[src/rtl/div_pkg.sv]
// Shared divide definitions: command codes, FSM encoding and iteration count.
// Also used by the divide control sequencer.
package div_pkg;

    localparam int WIDTH      = 32;
    localparam int DIV_CYCLES = 32;
    localparam int CNT_W      = $clog2(DIV_CYCLES);

    localparam logic [5:0] OP_DIV  = 6'b011010;
    localparam logic [5:0] OP_DIVU = 6'b011011;
    localparam logic [5:0] OP_OUT  = 6'b111111;

    typedef enum logic [1:0] {
        IDLE  = 2'd0,
        CALC  = 2'd1,
        FIXUP = 2'd2,
        DONE  = 2'd3
    } div_state_t;

endpackage

[src/rtl/div_step.sv]
// One restoring-division iteration: shift {rem,quo} left, subtract divisor if it fits.
// Latency: combinational. Backpressure: none.
// rem is one bit wider than the operands so the shifted-in carry is never lost.
module div_step #(
    parameter int WIDTH = 32
) (
    input  logic [WIDTH:0]   rem,
    input  logic [WIDTH-1:0] quo,
    input  logic [WIDTH-1:0] divisor,
    output logic [WIDTH:0]   rem_next,
    output logic [WIDTH-1:0] quo_next
);

    logic [WIDTH+1:0] rem_sh;
    logic [WIDTH+1:0] div_ext;

    always_comb begin
        rem_sh   = {rem, quo[WIDTH-1]};
        div_ext  = {2'b00, divisor};
        rem_next = rem_sh[WIDTH:0];
        quo_next = {quo[WIDTH-2:0], 1'b0};
        if (rem_sh >= div_ext) begin
            rem_next = (WIDTH+1)'(rem_sh - div_ext);
            quo_next = {quo[WIDTH-2:0], 1'b1};
        end
    end

endmodule

[src/rtl/hilo_divider.sv]
// Multi-cycle signed/unsigned divider that commits {remainder,quotient} to HI/LO on OUT.
// Latency: 32 CALC + 1 FIXUP cycles after the start edge; result held in DONE until OUT.
// Backpressure: none; commands arriving while busy are dropped, OUT only acts in DONE.
module hilo_divider
    import div_pkg::*;
#(
    parameter int WIDTH = div_pkg::WIDTH
) (
    input  logic             clk,
    input  logic             rst,
    input  logic [5:0]       op,
    input  logic [WIDTH-1:0] dataA,
    input  logic [WIDTH-1:0] dataB,
    output logic             busy,
    output logic             ready,
    output logic             hilo_we,
    output logic [WIDTH-1:0] hi,
    output logic [WIDTH-1:0] lo
);

    div_state_t       state;
    logic [WIDTH:0]   rem;
    logic [WIDTH-1:0] quo;
    logic [WIDTH-1:0] divisor;
    logic [CNT_W-1:0] count;
    logic             sign_q;
    logic             sign_r;

    logic [WIDTH:0]   rem_next;
    logic [WIDTH-1:0] quo_next;

    logic             start;
    logic             neg_a;
    logic             neg_b;
    logic [WIDTH-1:0] mag_a;
    logic [WIDTH-1:0] mag_b;

    // Operand magnitudes are computed up front so IDLE and DONE share one start path.
    always_comb begin
        start = (op == OP_DIV) || (op == OP_DIVU);
        neg_a = (op == OP_DIV) && dataA[WIDTH-1];
        neg_b = (op == OP_DIV) && dataB[WIDTH-1];
        mag_a = neg_a ? -dataA : dataA;
        mag_b = neg_b ? -dataB : dataB;
    end

    div_step #(.WIDTH(WIDTH)) u_step (
        .rem      (rem),
        .quo      (quo),
        .divisor  (divisor),
        .rem_next (rem_next),
        .quo_next (quo_next)
    );

    always_ff @(posedge clk or posedge rst) begin
        if (rst) begin
            state   <= IDLE;
            rem     <= '0;
            quo     <= '0;
            divisor <= '0;
            count   <= '0;
            sign_q  <= 1'b0;
            sign_r  <= 1'b0;
            busy    <= 1'b0;
            ready   <= 1'b0;
            hilo_we <= 1'b0;
            hi      <= '0;
            lo      <= '0;
        end else begin
            hilo_we <= 1'b0;
            case (state)
                IDLE, DONE: begin
                    if (state == DONE && op == OP_OUT) begin
                        hi      <= rem[WIDTH-1:0];
                        lo      <= quo;
                        hilo_we <= 1'b1;
                        ready   <= 1'b0;
                        state   <= IDLE;
                    end else if (start) begin
                        rem     <= '0;
                        quo     <= mag_a;
                        divisor <= mag_b;
                        sign_q  <= neg_a ^ neg_b;
                        sign_r  <= neg_a;
                        count   <= '0;
                        busy    <= 1'b1;
                        ready   <= 1'b0;
                        state   <= CALC;
                    end
                end
                CALC: begin
                    rem   <= rem_next;
                    quo   <= quo_next;
                    count <= count + 1'b1;
                    if (count == CNT_W'(DIV_CYCLES - 1))
                        state <= FIXUP;
                end
                FIXUP: begin
                    if (sign_q)
                        quo <= -quo;
                    if (sign_r)
                        rem <= {1'b0, -rem[WIDTH-1:0]};
                    busy  <= 1'b0;
                    ready <= 1'b1;
                    state <= DONE;
                end
                default: state <= IDLE;
            endcase
        end
    end

endmodule

[config.mk]
export PLATFORM = sky130hd
export DESIGN_NAME = hilo_divider
export DESIGN_NICKNAME = d
export VERILOG_FILES = /design/src/rtl/div_pkg.sv /design/src/rtl/div_step.sv /design/src/rtl/hilo_divider.sv
export SDC_FILE = /design/constraint.sdc
export NUM_CORES = 1
export LEC_CHECK = 0
export BUFFER_PORTS_ARGS = -buffer_cell sky130_fd_sc_hd__buf_2
export CAP_MARGIN = 25
export CORE_MARGIN = 8
export CORE_UTILIZATION = 50
export DETAILED_ROUTE_END_ITERATION = 7
export PLACE_DENSITY = 0.72
export RECOVER_POWER = 50
export SYNTH_ARGS = -nofsm -noshare
export SYNTH_HDL_FRONTEND = slang
export SYNTH_SLANG_ARGS = --single-unit
[constraint.sdc]
create_clock -name clk -period 13.25 [get_ports clk]
set_clock_uncertainty 0.15 [all_clocks]
set_input_delay 1.9875 -clock clk [delete_from_list [all_inputs] [get_ports clk]]
set_output_delay 1.9875 -clock clk [all_outputs]
set_load 0.01 [all_outputs]
Yosys cells after proc, flatten, opt, wreduce, memory -nomap -nowiden
Cells that the tools add are included.

Bits in registers: 173. Logic and storage cells: 77. Output and inout port bits: 67. Input bits: 72.

Equal/unequal tests: 13. Bitwise logic cells: 2. Reductions and logical operators: 16. Mux-type cells: 27. $lt $le $gt $ge: 1. $add $sub $neg: 6.

Operators by type and width (count): $mux 32 (5); $mux 33 (4); $neg 32->32 (4); $pmux 33 s3 (1); $pmux 32 s3 (1); $ge 34x32->1 (1); $sub 33x32->33 (1); $reduce_and 3->1 (5); $eq 6x5->1 const B (2); $mux 5 (2); $ne 2x2->1 const B (5); $pmux 5 s2 (1); $mux 1 (7); $eq 6x6->1 const B (1); $mux 2 (3); $pmux 2 s3 (1); $reduce_and 2->1 (3); $add 5x1->5 const B (1); $eq 5x5->1 const B (1); $eq 2x2->1 const B (2); $pmux 1 s2 (2); $reduce_bool 2->1 (2); $logic_and 1x1->1 (3); $ne 3x3->1 const B (1); other kinds (6) (6).

Depth between registers and ports, before layout
Gate-level depths: netlist (run 1).

Depth after elaboration: 6. Mapped depth: 14. Gate-level depth less buffers: 12.

By module
A second synthesis (run 1) with hierarchy kept.

Cells, all modules: 1418. Area, all modules: 12166.7 um2.

By module, submodules not included: hilo_divider (area an instance 9743.1 um2, cells each 1041, times used 1, sequential area each 4329.2 um2); div_step (area an instance 2423.6 um2, cells each 377, times used 1, sequential area each 0.0 um2).

Worst setup path before layout (run 1)
No wires, ideal clock.

Path type: input -> register. From: input dataA[12]. To: register quo[27]. Path buffers: 0. Arrival time: 4211 ps. Library setup time: 129 ps. Data required time: 12971 ps. Stages: 8. Setup slack: 8760 ps. Cell sequence: or4_4 or4_4 or2_4 or4_4 o21ai_2 xnor2_1 a222oi_1 o21ai_1.

Longest elaborated chain between the ends: 5.

Ends and longest elaborated chain: start, declared (line hilo_divider.sv:12) `input logic [WIDTH-1:0] dataA,`; $neg 32->32 (line hilo_divider.sv:43) `mag_a = neg_a ? -dataA : dataA;`; $mux 32 (line hilo_divider.sv:43); $mux 32 (line hilo_divider.sv:79) `end else if (start) begin`; $mux 32 (line hilo_divider.sv:73) `if (state == DONE && op == OP_OUT) begin`; $pmux 32 s3 (line hilo_divider.sv:71) `case (state)`; end signal, assigned (line hilo_divider.sv:81) `quo <= mag_a;`; end signal, assigned (line hilo_divider.sv:93) `quo <= quo_next;`; end signal, assigned (line hilo_divider.sv:100) `quo <= -quo;`; end, declared (line hilo_divider.sv:23) `logic [WIDTH-1:0] quo;`.

Every way passes these cells. The select of a mux whose other input is x is not followed. A chain may end at the register's enable or synchronous reset.

==> metrics.yaml, run 1 <==
status:
  run_status: "complete, but fails checks"
  violations: "max-capacitance violations, max-slew violations"
floorplanning:
  initial_utilization: 0.5052
  die_y_um: 169.3
  dieWidth_um: 169.3
  die-area_um2: 28670
  floorplan.core_area_um2: 23260
  std_cell_rows: 56
  i_o_pin_cnt: 139
setup_path:
  cp_data_required_time_ns: 12.92
  cp-startpoint: "rst"
  critPathTopFamily: "buffers and inverters"
  worst-path-max-fanout: 59
  slowest_stage: "clkbuf_1"
  crit_path_start_kind: "input port"
  largest_stage_delay_on_the_critical_path_ns: 2.35
  critical_path_buf_inv_count: 4
  type_of_the_worst_setup_path: "input port to async pin"
  timing.critical_path.cells: "buf_2 > clkinvlp_2 > clkbuf_1 > clkbuf_1"
  reg2reg_from: "state[0]"
  timing.critical_path.mode_cell: "clkbuf_1"
  critical_path.endpoint_type: "async pin"
  worst-endpoint-arrival_ns: 6.24
drt:
  total_via_count_in_the_routed_design: 10990
  met1_length_mm: 14.12
  detailroute.wirelength.met2_mm: 15.80
  drtPass1Iterations: 7
  routed-wl-met3_mm: 2.620
  top_layer_used: "met5"
  route.detailed.drc: 0
  postRouteWirelength_mm: 33.58
  initialDrtViolationCount: 997
  drt-vias-per-instance: 6.048
  wl_per_cell_um: 18.48
  ant_nets: 0
sta:
  post-route-min-period_ns: 6.573
  timing.setup.tns_ns: 0
  timing.fmax_ghz: 0.1521
  setup_violations: 0
  timing.final.max_slew_violations: 301
  worst-slew-pin-transition_ns: 3.711
  rsz0062_at_grt: "false"
  finalCritPeriodShare: 0.4961
  post_route_setup_slack_ns: 6.677
  maxSlewHeadroom: -1.474
  timing_hold_violations_final: 0
clock_tree:
  clock_tree.root_cell: "clkbuf_16"
  cts_buffer_depth: 2
  cts-buffers-inserted: 17
  clock_insertion_delay_worst_skew_ns: 0.44
  cts.htree.levels: 4
  post_cts_resized: 0
  clk_pin_slew_worst_paths_ns: 0.07
  post_cts_buffers: 0
  hold_fix_buffers_cts: 0
  cts.sink_count: 173
  tritoncts: "built"
min_path:
  hold_path_startpoint: "divisor[18]"
  hold_path_class: "register to register"
grt:
  track_usage: 0.2349
  grt_start_max_net_pins: 75
  gr-total-overflow: 0
  first_global_vias: 10590
  grt_first_pass_wirelength_mm: 54.64
  antenna_found_initial: 4
logic_synthesis:
  mapped_cell_area_um2: 11750
  yosysSeqAreaShare: 0.3684
  synth.ff_latch_count: 173
  post-synth-top-count-cell: "o21ai_0"
  total_nets_after_synthesis: 1501
  synth_largest_type_area_fraction: 0.3684
  synth_cells: 1387
  post_synth_num_cell_types: 74
  synth_top_cells_by_count: "o21ai_0 (175), dfrtp_1 (173), nand2_1 (144)"
  total_number_of_yosys_warnings: 0
  synth_area_per_cell_um2: 8.473
  synth.largest_area_cell: "dfrtp_1"
  async_reset_ff_frac: 1.000
  synth_enable_flop_cells: 0
  post_synth_main_area_contributors: "dfrtp_1 (37%), o21ai_0 (7.5%), mux2_2 (5.1%), nand2_1 (4.6%), ha_1 (4.4%)"
  synth_flop_cell: "dfrtp_1"
flow_run:
  cap_violations: 5
placed_design:
  routabilityCongestion: 0.9044
  dp_worst_setup_slack_ns: 8.499
  number_of_i_o_port_buffers: 138
  dp_hpwl_mm: 24.21
power_and_ir_drop:
  vdd_ir_drop_max_uv: 163.2
  power.static_leakage_nw: 5.938
  power_per_cell_area_nw_per_um2: 268.2
layout:
  n_fill_cell: 2184
  antennaDiodeCount: 0
  drive_gt1_frac: 0.1255
  final_util: 0.5655
  finish.net_count: 1599
  area.growth.synth_to_final_pct: 11.92
placed cells by master (no fill, tap or decap), types with 6 or more instances in the layout:
cell type	instances
a21o_1	18
a21oi_1	86
a221oi_1	7
a222oi_1	20
a22oi_1	21
a31oi_1	18
and2_1	10
and3_1	9
buf_2	70
buf_4	9
clkbuf_1	74
clkbuf_16	17
dfrtp_1	173
ha_1	41
inv_1	63
inv_6	6
mux2_2	53
mux2i_1	16
nand2_1	143
nand2b_1	13
nand3_1	37
nand3b_1	8
nand4_1	12
nor2_1	115
nor2b_1	7
nor3_1	30
nor4_1	16
o211ai_1	8
o21ai_0	174
o21bai_1	6
o31ai_1	12
o41ai_1	6
or2_2	6
or3_1	9
or4_1	8
xnor2_1	53
xor2_1	38
final cells by class:
cell class / instances / area (um2) / share of cell area
Clock buffer: 18 / 429.2 / 0.03263
Clock inverter: 14 / 157.7 / 0.01199
Tap cell: 319 / 399.1 / 0.03034
Inverter: 64 / 241.5 / 0.01836
Sequential cell: 173 / 4329 / 0.3291
Multi-Input combinational cell: 1077 / 6905 / 0.5250
Timing Repair Buffer: 152 / 691.9 / 0.05260
routing by layer:
| metal | vias up | track usage |
|---|---|---|
| met5 | - | 0 |
| met4 | 8 | 0.09157 |
| met3 | 67 | 0.05234 |
| met2 | 435 | 0.3822 |
| met1 | 5243 | 0.3004 |
| li1 | 5237 | - |
stage by stage:
step,power [mW],instances,cell area [um2],hold slack [ns]
2_1_floorplan,2.451,1387,11750,0.2998
3_3_place_gp,2.945,1783,12660,0.3093
3_5_place_dp,2.981,1783,12660,0.3194
4_1_cts,3.513,1815,13250,0.3343
5_1_grt,3.806,1817,13150,0.3584
6_report,3.527,1817,13150,0.3288
flip-flops by register name (all words and copies together), names as in the netlist, 2 cells and up:
name     count
rem         33
divisor     32
hi          32
lo          32
quo         32
count        5
state        2
worst min-delay path, cell delays in order, from the launching register on:
cell and delay, ns:
dfrtp_1 0.34, nand2_1 0.04, o21ai_0 0.06
kinds of logic after synthesis:
logic type               count (synthesis)  share of synthesized area
XOR/XNOR                                91                    0.06782
flip-flops                             173                     0.3684
buffers and inverters                  137                    0.04482
multiplexers                            69                    0.06441
AND/OR/NAND/NOR                        449                     0.1846
adder cells (fa/ha/maj)                 42                    0.04535
AO/OA/AOI/OAI                          426                     0.2246
path summary, 6_finish.rpt:
| kind | endpoint | slack (ns) | cells past startpoint |
|---|---|---|---|
| max | quo[22] | 6.68 | 4 |
| min | divisor[18] | 0.33 | 2 |
| max reg2reg | hi[29] | 8.27 | 8 |
| min reg2reg | divisor[18] | 0.33 | 2 |
| max in group clk | hi[29] | 7.48 | 8 |
| min in group asynchronous | hi[2] | 1.85 | 2 |
power by group:
| part | leakage, nW | switching (mW) | internal, mW |
|---|---|---|---|
| logic | 3.36 | 1.29 | 0.820 |
| clock network | 0.279 | 0.231 | 0.282 |
| registers | 2.30 | 0.210 | 0.695 |
| total | 5.94 | 1.73 | 1.80 |
Power figures use the tool's default switching activity.
==> run 2, diff against run 1 <==
--- a/config.mk
+++ b/config.mk
@@ -10,7 +10,7 @@
 export CORE_MARGIN = 8
 export CORE_UTILIZATION = 50
 export DETAILED_ROUTE_END_ITERATION = 7
-export PLACE_DENSITY = 0.72
+export PLACE_DENSITY = 0.75
 export RECOVER_POWER = 50
 export SYNTH_ARGS = -nofsm -noshare
 export SYNTH_HDL_FRONTEND = slang
==> constraint.sdc (replaced) <==
create_clock -name clk -period 5.85 [get_ports clk]
set_clock_uncertainty 0.15 [all_clocks]
set_input_delay 0.8775 -clock clk [delete_from_list [all_inputs] [get_ports clk]]
set_output_delay 0.8775 -clock clk [all_outputs]
set_load 0.01 [all_outputs]
==> metrics.yaml, run 2 (synthesis results as in run 1) <==
setup_path:
  critPathTopFamily: "compound AO/OA/AOI/OAI gates"  # was buffers and inverters
  timing.critical_path.cells: "inv_1 > ha_1 > inv_1 > fa_1 > a21o_1 > a221oi_1 > or4_1 > a31o_2 > nor3_2 > nor2_1 > nor2_1 > a221o_1"  # was buf_2 > clkinvlp_2 > clkbuf_1 > clkbuf_1
  cp_data_required_time_ns: 6.02  # was 12.92 ns
  critical_path.endpoint_type: "register"  # was async pin
  critical_path_buf_inv_count: 2  # was 4
  worst-endpoint-arrival_ns: 4.19  # was 6.24 ns
  largest_stage_delay_on_the_critical_path_ns: 0.66  # was 2.35 ns
  timing.reg2reg.setup_slack_ns: 1.83  # was 8.27 ns
  worst-path-max-fanout: 12  # was 59
  type_of_the_worst_setup_path: "register to register"  # was input port to async pin
  crit_path_start_kind: "register"  # was input port
  slowest_stage: "nor2_1"  # was clkbuf_1
grt:
  gr-total-overflow: 0  # unchanged
  first_global_vias: 10470  # was 10.59k
  track_usage: 0.2300  # was 0.2349
  grt_start_max_net_pins: 79  # was 75
  antenna_found_initial: 7  # was 4
  grt_first_pass_wirelength_mm: 53.90  # was 54.64 mm
drt:
  postRouteWirelength_mm: 33.37  # was 33.58 mm
  initialDrtViolationCount: 1088  # was 997
  met1_length_mm: 13.64  # was 14.12 mm
  route.detailed.drc: 0  # unchanged
  drtPass1Iterations: 7  # unchanged
  routed-wl-met3_mm: 2.646  # was 2.620 mm
  total_via_count_in_the_routed_design: 11040  # was 10.99k
  drt-vias-per-instance: 6.074  # was 6.048
  ant_nets: 0  # unchanged
  detailroute.wirelength.met2_mm: 16.11  # was 15.80 mm
  top_layer_used: "met5"  # unchanged
  wl_per_cell_um: 18.36  # was 18.48 um
placed_design:
  dp_hpwl_mm: 24.26  # was 24.21 mm
  place.detailed.instances: 1783  # unchanged
  number_of_i_o_port_buffers: 138  # unchanged
  routabilityCongestion: 0.9502  # was 0.9044
layout:
  final_cell_count_no_fill: 1817  # unchanged
  seq_area_um2: 4329  # unchanged
  n_fill_cell: 2163  # was 2184
  finish.net_count: 1598  # was 1599
  final_common_cell: "o21ai_0"  # unchanged
  drive_gt1_frac: 0.1289  # was 0.1255
  area.growth.synth_to_final_pct: 12.02  # was 11.92%
  layout.cells.most_common_list: "o21ai_0 (174), dfrtp_1 (173), nand2_1 (143), nor2_1 (115), a21oi_1 (86)"  # unchanged
  combined_area_of_the_multi_input_logic_cells_um2: 6903  # was 6905 um2
  largest_reg_flops: 33  # unchanged
  reg_with_most_ffs: "rem"  # unchanged
sta:
  maxSlewHeadroom: -1.364  # was -1.474
  worst-slew-pin-transition_ns: 3.526  # was 3.711 ns
  setup_violations: 0  # unchanged
  post-route-min-period_ns: 4.021
  timing_hold_violations_final: 0  # unchanged
  timing.setup.tns_ns: 0  # unchanged
  rsz0062_at_grt: "false"  # unchanged
  finalCritPeriodShare: 0.6873
  timing.final.max_slew_violations: 79  # was 301
  timing.fmax_ghz: 0.2487
clock_tree:
  post_cts_resized: 0  # unchanged
  clock_tree.root_cell: "clkbuf_16"  # unchanged
  post_cts_buffers: 0  # unchanged
  cts.sink_count: 173  # unchanged
  hold_fix_buffers_cts: 0  # unchanged
  tritoncts: "built"  # unchanged
  clock_insertion_delay_worst_skew_ns: 0.44  # about the same
  cts-buffers-inserted: 17  # unchanged
  clk_pin_slew_worst_paths_ns: 0.07  # about the same
  cts_buffer_depth: 2  # unchanged
  cts.htree.levels: 4  # unchanged
min_path:
  hold_path_class: "register to register"  # unchanged
floorplanning:
  floorplan.core_area_um2: 23260  # unchanged
  die_y_um: 169.3  # unchanged
  dieWidth_um: 169.3  # unchanged
  initial_utilization: 0.5052  # unchanged
  die-area_um2: 28670  # unchanged
  i_o_pin_cnt: 139  # unchanged
  std_cell_rows: 56  # unchanged
status:
  run_status: "complete, but fails checks"  # unchanged
  violations: "max-capacitance violations, max-slew violations"  # unchanged
power_and_ir_drop:
  power_per_cell_area_nw_per_um2: 602.8  # was 268.2 nW/um2
  power.static_leakage_nw: 5.964  # was 5.938 nW
  vdd_ir_drop_max_uv: 325.3  # was 163.2 uV
flow_run:
  cap_violations: 1  # was 5
[run 2: area by class of cell]
type | count | share of cell area
multi-input cells | 1077 | 0.5243
flip-flops and latches | 173 | 0.3288
repair buffers | 151 | 0.05408
clock buffers | 17 | 0.03231
well taps | 319 | 0.03032
inverters | 64 | 0.01834
clock inverters | 15 | 0.01159
diodes | 1 | 0.0001901
[run 2: path summary, 6_finish.rpt]
kind,to,start,cells past startpoint
min reg2reg,lo[27],lo[27],2
min,lo[27],lo[27],2
max in group asynchronous,ready,rst,3
max,rem[29],quo[31],12
min in group asynchronous,rem[11],rst,2
max reg2reg,rem[29],quo[31],12
[run 2: tightest hold or removal path, stage by stage, from the launching register on]
cell and delay, ns:
dfrtp_1 0.34, nand2_1 0.05, nand2_1 0.05
[run 2: per-stage QoR]
stage,power [mW],worst slack [ns],utilization,instance area (um2),hold slack [ns]
2_1_floorplan,5.551,0.1340,-,11750,0.2998
3_3_place_gp,6.619,2.125,0.5441,12660,0.3064
3_5_place_dp,6.719,1.894,0.5441,12660,0.3091
4_1_cts,7.882,1.897,0.5690,13240,0.3273
5_1_grt,8.550,1.069,0.5659,13170,0.3584
6_report,7.936,1.829,0.5659,13170,0.3263
[run 2: routing by layer]
layer,track usage,up-vias
li1,-,5231
met1,0.2851,5257
met2,0.3847,451
met3,0.05606,86
met4,0.08349,12
met5,0,-
[run 2: report_power, final]
group	switching, mW	leakage (nW)	internal, mW
logic	2.90	3.38	1.85
clock network	0.557	0.286	0.569
registers	0.485	2.30	1.57
total	3.94	5.96	3.99
==> run 3, diff against run 2 <==
==> constraint.sdc (replaced) <==
create_clock -name clk -period 3.54 [get_ports clk]
set_clock_uncertainty 0.15 [all_clocks]
set_input_delay 0.531 -clock clk [delete_from_list [all_inputs] [get_ports clk]]
set_output_delay 0.531 -clock clk [all_outputs]
set_load 0.01 [all_outputs]
==> metrics.yaml, run 3 (synthesis results as in run 1) <==
sta:
  post-route-min-period_ns: 3.320  # was 4.021 ns
  setup_violations: 0  # unchanged
  fin_worst_hold_slack_ns: 0.2462  # was 0.3263 ns
  timing.setup.tns_ns: 0  # unchanged
  worst-slew-pin-transition_ns: 1.102  # was 3.526 ns
  timing.final.max_slew_violations: 0  # was 79
  post_route_setup_slack_ns: 0.2196  # was 1.829 ns
  rsz0062_at_grt: "false"  # unchanged
  maxSlewHeadroom: 0.2615  # was -1.364
  finalCritPeriodShare: 0.9380  # was 0.6873
  timing.fmax_ghz: 0.3012  # was 0.2487 GHz
  timing_hold_violations_final: 0  # unchanged
setup_path:
  cp_data_required_time_ns: 3.69  # was 6.02 ns
  reg2reg_from: "quo[31]"  # unchanged
  worst-endpoint-arrival_ns: 3.47  # was 4.19 ns
  crit-reg2reg-capture: "rem[6]"  # was rem[29]
  slowest_stage: "dfrtp_1"  # was nor2_1
  critPathTopFamily: "compound AO/OA/AOI/OAI gates"  # unchanged
  largest_stage_delay_on_the_critical_path_ns: 0.41  # was 0.66 ns
  crit_path_start_kind: "register"  # unchanged
  timing.critical_path.cells: "inv_1 > ha_1 > inv_1 > fa_1 > a21o_1 > a221oi_2 > or4_1 > a31o_2 > nor3_4 > or2_2 > buf_4 > mux2i_1 > o21ai_0"  # was inv_1 > ha_1 > inv_1 > fa_1 > a21o_1 > a221oi_1 > or4_1 > a31o_2 > nor3_2 > nor2_1 > nor2_1 > a221o_1
  worst-path-max-fanout: 11  # was 12
  timing.reg2reg.setup_slack_ns: 0.22  # was 1.83 ns
  reg2reg_depth: 13  # was 12
  critical_path_buf_inv_count: 3  # was 2
  critical_path.endpoint_type: "register"  # unchanged
  type_of_the_worst_setup_path: "register to register"  # unchanged
  timing.critical_path.mode_cell: "inv_1"
drt:
  postRouteWirelength_mm: 34.13  # was 33.37 mm
  wl_per_cell_um: 18.42  # was 18.36 um
  initialDrtViolationCount: 962  # was 1088
  ant_nets: 0  # unchanged
  route.detailed.drc: 16  # was 0
  drt-vias-per-instance: 6.014  # was 6.074
  drtPass1Iterations: 8  # was 7
  total_via_count_in_the_routed_design: 11140  # was 11.04k
layout:
  final_common_cell: "o21ai_0"  # unchanged
  largest_reg_flops: 33  # unchanged
  n_fill_cell: 2156  # was 2163
  layout.cells.most_common_list: "o21ai_0 (174), dfrtp_1 (173), nand2_1 (143), nor2_1 (115), a21oi_1 (86)"  # unchanged
  finish.net_count: 1634  # was 1598
  drive_gt1_frac: 0.1500  # was 0.1289
  final_util: 0.5790  # was 0.5659
  area.growth.synth_to_final_pct: 14.60  # was 12.02%
  reg_with_most_ffs: "rem"  # unchanged
  final_design_area_no_fill_um2: 13470  # was 13170 um2
floorplanning:
  die_y_um: 169.3  # unchanged
  floorplan.core_area_um2: 23260  # unchanged
  std_cell_rows: 56  # unchanged
  dieWidth_um: 169.3  # unchanged
  i_o_pin_cnt: 139  # unchanged
  die-area_um2: 28670  # unchanged
  initial_utilization: 0.5052  # unchanged
clock_tree:
  cts_buffer_depth: 2  # unchanged
  clock_tree.root_cell: "clkbuf_16"  # unchanged
  cts.sink_count: 173  # unchanged
  tritoncts: "built"  # unchanged
  cts.htree.levels: 4  # unchanged
  clk_pin_slew_worst_paths_ns: 0.08  # was 0.07 ns
  clock_insertion_delay_worst_skew_ns: 0.44  # about the same
  post_cts_buffers: 0  # unchanged
  cts-buffers-inserted: 17  # unchanged
placed_design:
  number_of_i_o_port_buffers: 138  # unchanged
  dp_worst_setup_slack_ns: 0.2155  # was 1.894 ns
  placement.cell_area_um2: 12940  # was 12660 um2
  dp_hpwl_mm: 25.83  # was 24.26 mm
  routabilityCongestion: 0.9409  # was 0.9502
min_path:
  hold_path_startpoint: "dataA[16]"  # was lo[27]
  hold_path_class: "input port to register"  # was register to register
  timing.hold.worst_path_depth: 4  # was 2
  hold_path_end: "quo[16]"  # was lo[27]
grt:
  first_global_vias: 10820  # was 10.47k
  grt_start_max_net_pins: 114  # was 79
  gr-total-overflow: 0  # unchanged
  antenna_found_initial: 6  # was 7
  track_usage: 0.2385  # was 0.2300
  grt_first_pass_wirelength_mm: 55.73  # was 53.90 mm
power_and_ir_drop:
  power.static_leakage_nw: 6.163  # was 5.964 nW
  vdd_ir_drop_max_uv: 427.0  # was 325.3 uV
  power_per_cell_area_nw_per_um2: 1011  # was 602.8 nW/um2
flow_run:
  cap_violations: 0  # was 1
status:
  run_status: "complete, but fails checks"  # unchanged
  violations: "design-rule violations"  # was max-capacitance violations, max-slew violations
run 3: timing repair:
item,CTS,global route
setup endpoints to repair,0,28
endpoints found under the hold margin,8,0
resized for setup,0,3
hold buffers,1,0
run 3: cell type report:
cell class	instances	area [um2]	area share
Tap cell	319	399.1	0.02964
Inverter	64	241.5	0.01793
Sequential cell	173	4329	0.3214
Clock buffer	17	425.4	0.03159
Clock inverter	15	162.7	0.01208
Timing Repair Buffer	187	987.2	0.07330
Multi-Input combinational cell	1077	6920	0.5138
Antenna cell	1	2.502	0.0001858
run 3: how the worst max path moves through the flow:
| stage | cells past startpoint | slack [ns] | from | end |
|---|---|---|---|---|
| 4_1_cts | 13 | 0.19 | quo[31] | rem[6] |
| 3_5_place_dp | 9 | 0.22 | dataA[12] | quo[30] |
| 3_3_place_gp | 9 | 0.26 | dataA[12] | quo[30] |
| 5_1_grt | 12 | 0.01 | quo[31] | rem[29] |
| 2_1_floorplan | 14 | 0.34 | quo[31] | rem[10] |
| 6_report | 13 | 0.22 | quo[31] | rem[6] |
run 3: worst register-to-register path, stage by stage, from the launching register on:
cell	delay [ns]
dfrtp_1	0.41
inv_1	0.09
ha_1	0.17
inv_1	0.05
fa_1	0.41
a21o_1	0.23
a221oi_2	0.31
or4_1	0.15
a31o_2	0.23
nor3_4	0.08
or2_2	0.39
buf_4	0.23
mux2i_1	0.19
o21ai_0	0.11
run 3: report_power, final:
part           switching, mW  leakage [nW]  internal (mW)  total [mW]
logic                   5.04          3.57           3.35        8.39
clock network          0.916         0.292           1.01        1.92
registers              0.703          2.30           2.60        3.30
total                   6.66          6.16           6.96        13.6
run 3: stage by stage:
step	cells	power, mW
global route	1853	14.69
finish	1853	13.62
global placement	1819	11.37
floorplan	1387	9.173
CTS	1852	13.50
detailed placement	1819	11.52
run 3: routing by layer:
layer | vias to the layer above | track usage | routed length [um] | share of wire
li1 | 5314 | - | - | -
met1 | 5291 | 0.3054 | 14520 | 0.43
met2 | 455 | 0.3950 | 16050 | 0.47
met3 | 74 | 0.05048 | 2630 | 0.077
met4 | 10 | 0.08157 | 872 | 0.026
met5 | - | 0 | 55 | 0.0016
